[src/rtl/game_pkg.sv]
// Shared definitions for the runner game: game-state encodings, rex/obstacle
// geometry used by the datapaths and renderer, and the obstacle-period helper.
package game_pkg;

    typedef enum logic [1:0] {
        INIT    = 2'd0,
        PLAYING = 2'd1,
        HOLD    = 2'd2,
        OVER    = 2'd3
    } game_state_t;

    // Rex occupies x in [REX_X_L, REX_X_R); obstacle is OBS_W wide, OBS_H tall.
    localparam logic [15:0] REX_X_L = 16'd16;
    localparam logic [15:0] REX_X_R = 16'd32;
    localparam logic [15:0] OBS_W   = 16'd16;
    localparam logic [15:0] OBS_H   = 16'd26;

    // Obstacle step period for a level: base - level*step, floored at min_p.
    // The subtraction is done only when it cannot go below the floor, so the
    // 16-bit result never wraps.
    function automatic logic [15:0] obs_period(
        input logic [2:0]  lvl,
        input logic [15:0] base_p,
        input logic [15:0] step_p,
        input logic [15:0] min_p
    );
        logic [18:0] drop;
        drop = 19'(lvl) * 19'(step_p);
        if ((19'(min_p) + drop) >= 19'(base_p)) begin
            return min_p;
        end
        return base_p - drop[15:0];
    endfunction

endpackage

[src/rtl/step_divider.sv]
// Loadable 16-bit down-counter producing a one-cycle strobe each time the
// count passes through zero. The strobe is registered, so it appears in the
// cycle the counter reloads.
module step_divider (
    input  logic        clk120kHz,
    input  logic        rst,
    input  logic [15:0] period,
    input  logic        load,
    input  logic        run,
    output logic        tick
);

    logic [15:0] count_reg;
    logic        tick_reg;

    // Count down while running; reload with the period presented at terminal count.
    always_ff @(posedge clk120kHz) begin
        if (rst) begin
            count_reg <= 16'd0;
            tick_reg  <= 1'b0;
        end else begin
            tick_reg <= 1'b0;
            if (load) begin
                count_reg <= period - 16'd1;
            end else if (run) begin
                if (count_reg == 16'd0) begin
                    count_reg <= period - 16'd1;
                    tick_reg  <= 1'b1;
                end else begin
                    count_reg <= count_reg - 16'd1;
                end
            end
        end
    end

    assign tick = tick_reg;

endmodule

[src/rtl/game_sequencer.sv]
// Runner-game controller: game-state FSM, rex/obstacle step strobes,
// collision detection, scoring and speed levels.
// Optional build macro GAME_SEQ_HISCORE_EN keeps a best-score register that
// updates when a game ends; without it the hiscore port is tied to 0.
module game_sequencer
    import game_pkg::*;
#(
    parameter int unsigned DIV_REX      = 20000,
    parameter int unsigned DIV_OBS_BASE = 20000,
    parameter int unsigned DIV_OBS_STEP = 2000,
    parameter int unsigned DIV_OBS_MIN  = 8000,
    parameter int unsigned LEVEL_PTS    = 10,
    parameter int unsigned LEVEL_MAX    = 7,
    parameter int unsigned HOLD_STEPS   = 6,
    parameter int unsigned SCORE_MAX    = 9999
) (
    input  logic        clk120kHz,
    input  logic        rst,
    input  logic        in_up,
    input  logic [15:0] rex_y,
    input  logic [15:0] obs_left,
    output logic [1:0]  game_state,
    output logic        rex_step,
    output logic        obs_step,
    output logic        jump_req,
    output logic        hit,
    output logic [13:0] score,
    output logic [2:0]  level,
    output logic [13:0] hiscore
);

    game_state_t state_reg;
    logic        up_q_reg;
    logic [15:0] obs_left_q_reg;
    logic [13:0] score_reg;
    logic [2:0]  level_reg;
    logic [15:0] pts_reg;
    logic [15:0] hold_cnt_reg;
    logic        hit_reg;

    logic        up_edge;
    logic        playing;
    logic        start;
    logic        collide;
    logic        respawn;
    logic        hold_done;
    logic        rex_tick;
    logic        obs_tick;
    logic [15:0] obs_period_sel;

    assign up_edge = in_up & ~up_q_reg;
    assign playing = (state_reg == PLAYING);
    assign start   = (state_reg == INIT) && up_edge;

    // Overlap test; the x sum is widened to 17 bits so it cannot wrap.
    assign collide = playing
                  && (obs_left < REX_X_R)
                  && (({1'b0, obs_left} + {1'b0, OBS_W}) > {1'b0, REX_X_L})
                  && (rex_y < OBS_H);

    assign respawn   = playing && (obs_left > obs_left_q_reg);
    assign hold_done = (state_reg == HOLD) && rex_tick
                    && (hold_cnt_reg == 16'(HOLD_STEPS - 1));

    // A new game always starts from the level-0 period; otherwise the period
    // follows the live level and is sampled by the divider only at reload.
    assign obs_period_sel = start ? 16'(DIV_OBS_BASE)
                                  : obs_period(level_reg, 16'(DIV_OBS_BASE),
                                               16'(DIV_OBS_STEP), 16'(DIV_OBS_MIN));

    step_divider u_rex_div (
        .clk120kHz (clk120kHz),
        .rst       (rst),
        .period    (16'(DIV_REX)),
        .load      (start),
        .run       (playing || (state_reg == HOLD)),
        .tick      (rex_tick)
    );

    step_divider u_obs_div (
        .clk120kHz (clk120kHz),
        .rst       (rst),
        .period    (obs_period_sel),
        .load      (start),
        .run       (playing),
        .tick      (obs_tick)
    );

    // Button edge register and obstacle position history. The button register
    // comes out of reset as "pressed" so a button held through reset is not
    // taken as a start press until it is released and pressed again.
    always_ff @(posedge clk120kHz) begin
        if (rst) begin
            up_q_reg       <= 1'b1;
            obs_left_q_reg <= 16'd0;
        end else begin
            up_q_reg       <= in_up;
            obs_left_q_reg <= obs_left;
        end
    end

    // Game-state FSM with score, level and hold bookkeeping.
    always_ff @(posedge clk120kHz) begin
        if (rst) begin
            state_reg    <= INIT;
            score_reg    <= 14'd0;
            level_reg    <= 3'd0;
            pts_reg      <= 16'd0;
            hold_cnt_reg <= 16'd0;
            hit_reg      <= 1'b0;
        end else begin
            hit_reg <= 1'b0;
            case (state_reg)
                INIT: begin
                    if (up_edge) begin
                        state_reg <= PLAYING;
                        score_reg <= 14'd0;
                        level_reg <= 3'd0;
                        pts_reg   <= 16'd0;
                    end
                end
                PLAYING: begin
                    if (collide) begin
                        state_reg    <= HOLD;
                        hit_reg      <= 1'b1;
                        hold_cnt_reg <= 16'd0;
                    end else if (respawn && (score_reg != 14'(SCORE_MAX))) begin
                        score_reg <= score_reg + 14'd1;
                        if (pts_reg == 16'(LEVEL_PTS - 1)) begin
                            pts_reg <= 16'd0;
                            if (level_reg != 3'(LEVEL_MAX)) begin
                                level_reg <= level_reg + 3'd1;
                            end
                        end else begin
                            pts_reg <= pts_reg + 16'd1;
                        end
                    end
                end
                HOLD: begin
                    if (hold_done) begin
                        state_reg    <= OVER;
                        hold_cnt_reg <= 16'd0;
                    end else if (rex_tick) begin
                        hold_cnt_reg <= hold_cnt_reg + 16'd1;
                    end
                end
                OVER: begin
                    if (up_edge) begin
                        state_reg <= INIT;
                    end
                end
                default: state_reg <= INIT;
            endcase
        end
    end

`ifdef GAME_SEQ_HISCORE_EN
    logic [13:0] hiscore_reg;

    // Best score, captured as a game finishes holding.
    always_ff @(posedge clk120kHz) begin
        if (rst) begin
            hiscore_reg <= 14'd0;
        end else if (hold_done && (score_reg > hiscore_reg)) begin
            hiscore_reg <= score_reg;
        end
    end

    assign hiscore = hiscore_reg;
`else
    assign hiscore = 14'd0;
`endif

    assign game_state = state_reg;
    assign rex_step   = rex_tick & playing;
    assign obs_step   = obs_tick & playing;
    assign jump_req   = up_edge & playing;
    assign hit        = hit_reg;
    assign score      = score_reg;
    assign level      = level_reg;

endmodule

[config.mk]
export PLATFORM = sky130hd
export DESIGN_NAME = game_sequencer
export DESIGN_NICKNAME = d
export VERILOG_FILES = /design/src/rtl/game_pkg.sv /design/src/rtl/step_divider.sv /design/src/rtl/game_sequencer.sv
export SDC_FILE = /design/constraint.sdc
export NUM_CORES = 1
export LEC_CHECK = 0
export BUFFER_PORTS_ARGS = -buffer_cell sky130_fd_sc_hd__clkbuf_2
export CAP_MARGIN = 10
export CORE_MARGIN = 2
export CORE_UTILIZATION = 55
export DETAILED_ROUTE_END_ITERATION = 16
export PLACE_DENSITY_LB_ADDON = 0.05
export REMOVE_ABC_BUFFERS = 1
export SKIP_LAST_GASP = 1
export SLEW_MARGIN = 20
export SYNTH_ARGS = -nofsm -noshare
export SYNTH_HDL_FRONTEND = slang
export SYNTH_SLANG_ARGS = --single-unit
[constraint.sdc]
create_clock -name clk120kHz -period 14.3 [get_ports clk120kHz]
set_input_delay 1.43 -clock clk120kHz [delete_from_list [all_inputs] [get_ports clk120kHz]]
set_output_delay 1.43 -clock clk120kHz [all_outputs]
set_load 0.01 [all_outputs]
==> results of run 1 <==
-- kinds of logic (layout without fill, tap and decap cells) --
logic type,after synthesis,after routing,synth area share
xor+xnor,40,40,0.0509
compound gates,201,201,0.188
flops,103,103,0.300
simple gates,378,378,0.291
other cells,1,14,0.000545
buf+inv,102,125,0.0647
fa+ha+maj,50,50,0.0952
mux,7,7,0.0102
-- layer usage --
layer  vias up  routed length (µm)  global-route usage
met1      3102                7890               0.342
met4         0                 280              0.0833
met5         -                   0                   0
met3        26                 772              0.0350
met2       169                7790               0.418
li1       3247                   -                   -
-- worst max-delay path, delay by kind of cell, from the launching register on --
family	cells	cell delay [ns]
AOI/OAI and AO/OA	5	1.27
adders and majority gates	5	1.58
buffers and inverters	3	0.37
DFF	1	0.68
and+or+nand+nor	6	1.62
-- through the flow --
step,util,worst slack (ns),power (mW)
after floorplan,-,9.37,0.713
after global placement,0.594,8.78,0.826
after detailed placement,0.594,8.69,0.839
after CTS,0.618,8.66,1.08
after global routing,0.618,8.26,1.17
final,0.618,8.67,1.08
-- cell usage after synthesis (13+ instances only) --
| cell | instances | area, µm² |
|---|---|---|
| nor3_1 | 26 | 130 |
| nor4_1 | 21 | 131 |
| or4_1 | 19 | 143 |
| and2_1 | 13 | 81.3 |
| nand3_1 | 37 | 185 |
| dfxtp_1 | 103 | 2060 |
| nor2b_1 | 17 | 106 |
| inv_1 | 48 | 180 |
| nor2_1 | 81 | 304 |
| o21ai_0 | 42 | 210 |
| a21oi_1 | 72 | 360 |
| nand4_1 | 25 | 156 |
| buf_4 | 14 | 105 |
| xor2_1 | 22 | 193 |
| and3_1 | 25 | 156 |
| xnor2_1 | 18 | 158 |
| nand2_1 | 64 | 240 |
| ha_1 | 46 | 576 |
| a31oi_1 | 15 | 93.8 |
| clkbuf_1 | 33 | 124 |
-- cell usage in the layout, fill, tap and decap left out, types with 21 or more instances in the layout --
cell,netlist,layout
xor2_1,22,22
nor2_1,81,81
nand3_1,37,37
a21oi_1,72,72
dfxtp_1,103,103
o21ai_0,42,42
ha_1,46,46
inv_1,48,48
nor4_1,21,21
and3_1,25,25
clkbuf_2,0,56
nand4_1,25,25
nand2_1,64,64
nor3_1,26,26
-- cell type report --
type / count / share of cell area
well taps: 168 / 0.0281
clock buffers: 12 / 0.0343
repair buffers: 61 / 0.0425
multi-input cells: 690 / 0.591
clock inverters: 4 / 0.00401
flip-flops and latches: 103 / 0.276
inverters: 48 / 0.0241
-- final timing paths --
| path | endpoint | depth (start not counted) |
|---|---|---|
| max | u_obs_div.count_reg[14]$_SDFFE_PP0P_ | 19 |
| min | u_obs_div.count_reg[5]$_SDFFE_PP0P_ | 2 |
| max reg2reg | u_obs_div.count_reg[14]$_SDFFE_PP0P_ | 19 |
| min reg2reg | u_obs_div.count_reg[5]$_SDFFE_PP0P_ | 2 |
-- power by group through the flow --
stage / sequential, mW / clock (mW) / combinational, mW
finish: 0.366 / 0.238 / 0.477
global route: 0.371 / 0.254 / 0.545
CTS: 0.365 / 0.243 / 0.471
detailed placement: 0.371 / 0 / 0.468
global placement: 0.369 / 0 / 0.458
floorplan: 0.363 / 0 / 0.350
==> results.tsv, run 1 <==
stage	metric	value	unit
power	power_frac_comb	0.441	
timing	rsz0062_at_grt	false	
timing	max_freq	0.178	GHz
drt	via_per_inst	6.03	
min_path	hold_class	flop to flop	
placement	place_congestion	0.901	
logic_synthesis	ys.flop_type	dfxtp_1	
drt	drt-total-wl	16700	µm
cells_and_area	fin_area	0.00748	mm²
logic_synthesis	synth_cell_type_count	71	
timing	tns	0	ns
timing	tightest_slew	1.03	ns
worst_setup_path	crit_arrival	5.89	ns
worst_setup_path	crit_path_start	level[0]$_SDFFE_PP0P_	
power	peakVddDrop	0.110	mV
worst_setup_path	rr_startpoint	level[0]$_SDFFE_PP0P_	
clocking	cts.hold.buffers_added	0	
power	pwr-share-clk	0.220	
clocking	clkSinkCount	103	
logic_synthesis	syn-cell-area	0.00688	mm²
placement	port_buffers	56	
timing	fin_crit_sh	0.394	
drt	wire_per_inst	15.4	µm
outcome	status	completed	
logic_synthesis	netlist_instances	882	
drt	drc	0	
floorplan	rows	40	
floorplan	fp.dieW	116	µm
timing	period_minus_slack	5.63	ns
clocking	path_clk_slew	0.07	ns
worst_setup_path	slowest_stage	dfxtp_1	
run	cap_violations	0	
grt	gr-usage-all-layers	0.253	
logic_synthesis	synth_seq_area_share	0.300	
clocking	cts_max_level	3	
cells_and_area	diodes	0	
worst_setup_path	reg2reg_slack	8.67	ns
placement	hpwl	11900	µm
timing	whs	0.494	ns
worst_setup_path	crit_chain	inv_1 > ha_1 > inv_1 > ha_1 > fa_1 > inv_1 > fa_1 > or4_1 > o211a_1 > a21oi_1 > o21ai_0 > a311o_1 > and2_1 > nand2_1 > ha_1 > nor4b_1 > and3_1 > nand3_1 > a211oi_1	
grt	antenna_found_initial	0	
cells_and_area	fin_cells	1086	
grt	grt_max_degree	77	
clocking	cts_tree	yes	
floorplan	start_util	0.568	
cells_and_area	ff_latch_area	0.00206	mm²
worst_setup_path	cp-end-kind	flop	
cells_and_area	fin_nets	998	
logic_synthesis	synth-seq-cells	103	
power	power.switching	0.465	mW
clocking	cts_max_path_buffers	2	
cells_and_area	num-fill-cells	1127	
logic_synthesis	synth_edf_count	0	
power	pwr-share-seq	0.338	
timing	slew_headroom	0.310	
clocking	cts-root-buf	clkbuf_16	
grt	grt_pass1_vias	6042	
clocking	cts_made_buffers	9	
cells_and_area	multi_input_area	0.00443	mm²
cells_and_area	drive_gt1_frac	0.0980	
power	leakage	3.01	nW
drt	ant_nets	0	
floorplan	dieArea	0.0134	mm²
floorplan	die_h	116	µm
timing	clock-skew-final	0.00836	ns
timing	final-setup-viol-count	0	
grt	grt_pass1_wl	27800	µm
timing	hold_violations	0	
min_path	min-delay-start	u_obs_div.count_reg[5]$_SDFFE_PP0P_	
timing	report.final.slew_viol_count	0	
power	internal_power	0.617	mW
floorplan	core-area	0.0121	mm²
logic_synthesis	yosys_warnings	0	
power	switching_share	0.430	
clocking	cts_resized	0	
placement	placement.cell_area	0.00720	mm²
grt	grt_overflow	0	
drt	vias	6544	
clocking	cts_setup_buffers	0	
logic_synthesis	syn_area_per_cell	7.81	µm²
worst_setup_path	cp_max_fo	15	
logic_synthesis	async_reset_ff_frac	0	
placement	dp_cells	1070	
drt	detail_route.iter0.violations	491	
worst_setup_path	worstSetupPathType	flop to flop	
drt	dr.pass1.iters	5	
clocking	clock_latency	0.35	ns
worst_setup_path	crit_path_start_kind	flop	
floorplan	num_io_pins	72	
cells_and_area	area_growth	8.69	%
worst_setup_path	max_stage_delay	0.68	ns
power	cellPowerDensity	145	mW/mm²
worst_setup_path	crit_required	14.56	ns
Note: power is estimated with default switching activity, not from simulation.
==> run 2: changes to the inputs <==
Settings changed: ABC_AREA from default to 1.
Clock period 14.3 ns to 5.2 ns, I/O delays scaled along.
==> results.tsv, run 2 <==
stage	metric	value	unit
floorplan	fp.dieW	120	µm
timing	slew_headroom	0.441	
worst_setup_path	critPathBufInv	5	
worst_setup_path	crit_chain	inv_1 > ha_1 > inv_1 > ha_1 > fa_1 > inv_1 > fa_1 > inv_1 > nor2_1 > nor2_1 > nand2_1 > nand4_1 > nand3_1 > nand2_2 > nand2_1 > nor2_1 > inv_1 > ha_1 > nand2_1 > nor2_1 > nand2_1 > nand2_1 > a21oi_1 > nor2_1	
clocking	cts_tree	yes	
logic_synthesis	ys.flop_type	dfxtp_1	
power	peakVddDrop	0.343	mV
floorplan	dieArea	0.0143	mm²
cells_and_area	diodes	0	
placement	dp_slack	1.05	ns
power	cellPowerDensity	484	mW/mm²
cells_and_area	drive_gt1_frac	0.0842	
clocking	cts_max_path_buffers	2	
grt	grt_pass1_wl	28200	µm
clocking	cts.hold.buffers_added	0	
grt	grt_pass1_vias	6258	
logic_synthesis	synth.most_common_cell	nand2_1	
worst_setup_path	crit_path_start_kind	flop	
clocking	clock_latency	0.35	ns
clocking	clkSinkCount	103	
grt	grt_max_degree	68	
timing	tns	0	ns
cells_and_area	area_growth	8.65	%
drt	drt-total-wl	16600	µm
grt	grt_overflow	0	
grt	gr-usage-all-layers	0.236	
logic_synthesis	synth_top_area_frac	0.281	
logic_synthesis	async_reset_ff_frac	0	
cells_and_area	utilization	0.608	
worst_setup_path	r2r_cells	24	
worst_setup_path	crit_arrival	4.36	ns
logic_synthesis	synth-seq-cells	103	
worst_setup_path	path_depth	24	
logic_synthesis	yosys_warnings	0	
clocking	cts_made_buffers	9	
placement	placement.cell_area	0.00768	mm²
worst_setup_path	worstSetupPathType	flop to flop	
floorplan	num_io_pins	72	
floorplan	die_h	120	µm
clocking	cts_resized	0	
worst_setup_path	cp_top_family	adder cells	
outcome	status	completed	
drt	dr.pass1.iters	5	
logic_synthesis	syn-cell-area	0.00735	mm²
drt	vias	6988	
placement	place_congestion	0.903	
grt	antenna_found_initial	0	
cells_and_area	fin_nets	1244	
timing	period_minus_slack	4.12	ns
cells_and_area	num-fill-cells	1285	
timing	final-setup-viol-count	0	
clocking	path_clk_slew	0.07	ns
floorplan	core-area	0.0131	mm²
timing	report.final.slew_viol_count	0	
power	leakage	3.51	nW
placement	hpwl	11800	µm
drt	detail_route.iter0.violations	383	
cells_and_area	final_cell_mix	nand2_1 (216), nor2_1 (147), inv_1 (144)	
worst_setup_path	slowest_stage	dfxtp_1	
worst_setup_path	crit_required	5.44	ns
timing	fin_crit_sh	0.793	
logic_synthesis	netlist_instances	1120	
logic_synthesis	synth_commonest_cells	nand2_1 (216), nor2_1 (147), inv_1 (144), dfxtp_1 (103), nand3_1 (96)	
floorplan	rows	42	
worst_setup_path	cp_max_fo	15	
worst_setup_path	max_stage_delay	0.56	ns
placement	port_buffers	56	
drt	drc	0	
logic_synthesis	synth_edf_count	0	
timing	hold_violations	0	
worst_setup_path	reg2reg_slack	1.08	ns
worst_setup_path	cp-end-kind	flop	
logic_synthesis	synth_cell_type_count	50	
clocking	cts_setup_buffers	0	
timing	max_freq	0.243	GHz
drt	via_per_inst	5.21	
clocking	cts-root-buf	clkbuf_16	
logic_synthesis	syn_area_per_cell	6.56	µm²
clocking	cts_max_level	3	
logic_synthesis	synth_seq_area_share	0.281	
drt	wire_per_inst	12.4	µm
run	cap_violations	0	
logic_synthesis	synth_area_leaders	dfxtp_1 (28%), nand2_1 (11%), ha_1 (7.8%)	
cells_and_area	layout_commonest_cell	nand2_1	
min_path	min_path_cells	3	
power	total_power	3.86	mW
min_path	hold_class	input port to flop	
timing	clock-skew-final	0.00997	ns
floorplan	start_util	0.559	
timing	setup_slack	1.08	ns
timing	tightest_slew	0.834	ns
timing	rsz0062_at_grt	false	
cells_and_area	fin_area	0.00798	mm²
logic_synthesis	yosysTopAreaCell	dfxtp_1	
drt	ant_nets	0	
[run 2: changes by cell type after synthesis, sizes merged, moves of 8 or more]
cell | before | now
a21oi | 72 | 88
a31oi | 15 | 6
and2 | 13 | 0
and3 | 25 | 2
clkbuf | 33 | 19
inv | 48 | 145
nand2 | 64 | 222
nand3 | 37 | 97
nor2 | 81 | 148
nor2b | 17 | 0
nor3 | 26 | 34
or3 | 12 | 1
or4 | 19 | 0
xor2 | 22 | 41
[run 2: power breakdown]
group	total [mW]	internal [mW]	switching (mW)
registers	1.07	0.932	0.134
logic	2.09	0.718	1.37
clock network	0.705	0.390	0.315
total	3.86	2.04	1.82
[run 2: final cells by class]
type                            count  area (µm²)  area share
Tap cell                          176         220      0.0276
Inverter                          149         559      0.0701
Timing Repair Buffer               62         325      0.0407
Clock buffer                       10         239      0.0299
Sequential cell                   103        2060       0.258
Multi-Input combinational cell    834        4510       0.565
Clock inverter                      6        68.8     0.00862
[run 2: kinds of logic after synthesis]
| logic type | count (synthesis) | share of synthesized area |
|---|---|---|
| AND/OR/NAND/NOR | 556 | 0.332 |
| buffers and inverters | 196 | 0.112 |
| AO/OA/AOI/OAI | 162 | 0.123 |
| flip-flops | 103 | 0.281 |
| XOR/XNOR | 52 | 0.0620 |
| adder cells (fa/ha/maj) | 50 | 0.0892 |
| other | 1 | 0.000510 |
[run 2: through the flow]
stage | std cells | hold slack [ns]
floorplan | 1086 | 0.448
global placement | 1324 | 0.469
detailed placement | 1324 | 0.476
CTS | 1340 | 0.357
global route | 1340 | 0.387
finish | 1340 | 0.364
[run 2: worst reg2reg max path: cells and delay by family (launching register included)]
family                   cells  cell delay, ns
adder cells (fa/ha/maj)      5            1.58
buffers and inverters        5            0.50
AND/OR/NAND/NOR             13            1.24
AO/OA/AOI/OAI                1            0.12
flip-flops                   1            0.56
[run 2: final timing paths]
kind,start,endpoint
worst max-delay path,level[0]$_SDFFE_PP0P_,u_obs_div.count_reg[14]$_SDFFE_PP0P_
worst max register to register,level[0]$_SDFFE_PP0P_,u_obs_div.count_reg[14]$_SDFFE_PP0P_
worst min-delay path,in_up,up_q_reg$_SDFF_PP1_
worst min register to register,score[3]$_SDFFE_PP0P_,score[3]$_SDFFE_PP0P_
[run 2: routing by layer]
metal	vias to the layer above	GRT usage	share of wire
met2	148	0.396	0.46
li1	3706	-	-
met4	0	0.0779	0.015
met1	3115	0.314	0.48
met3	19	0.0328	0.041
met5	-	0	0
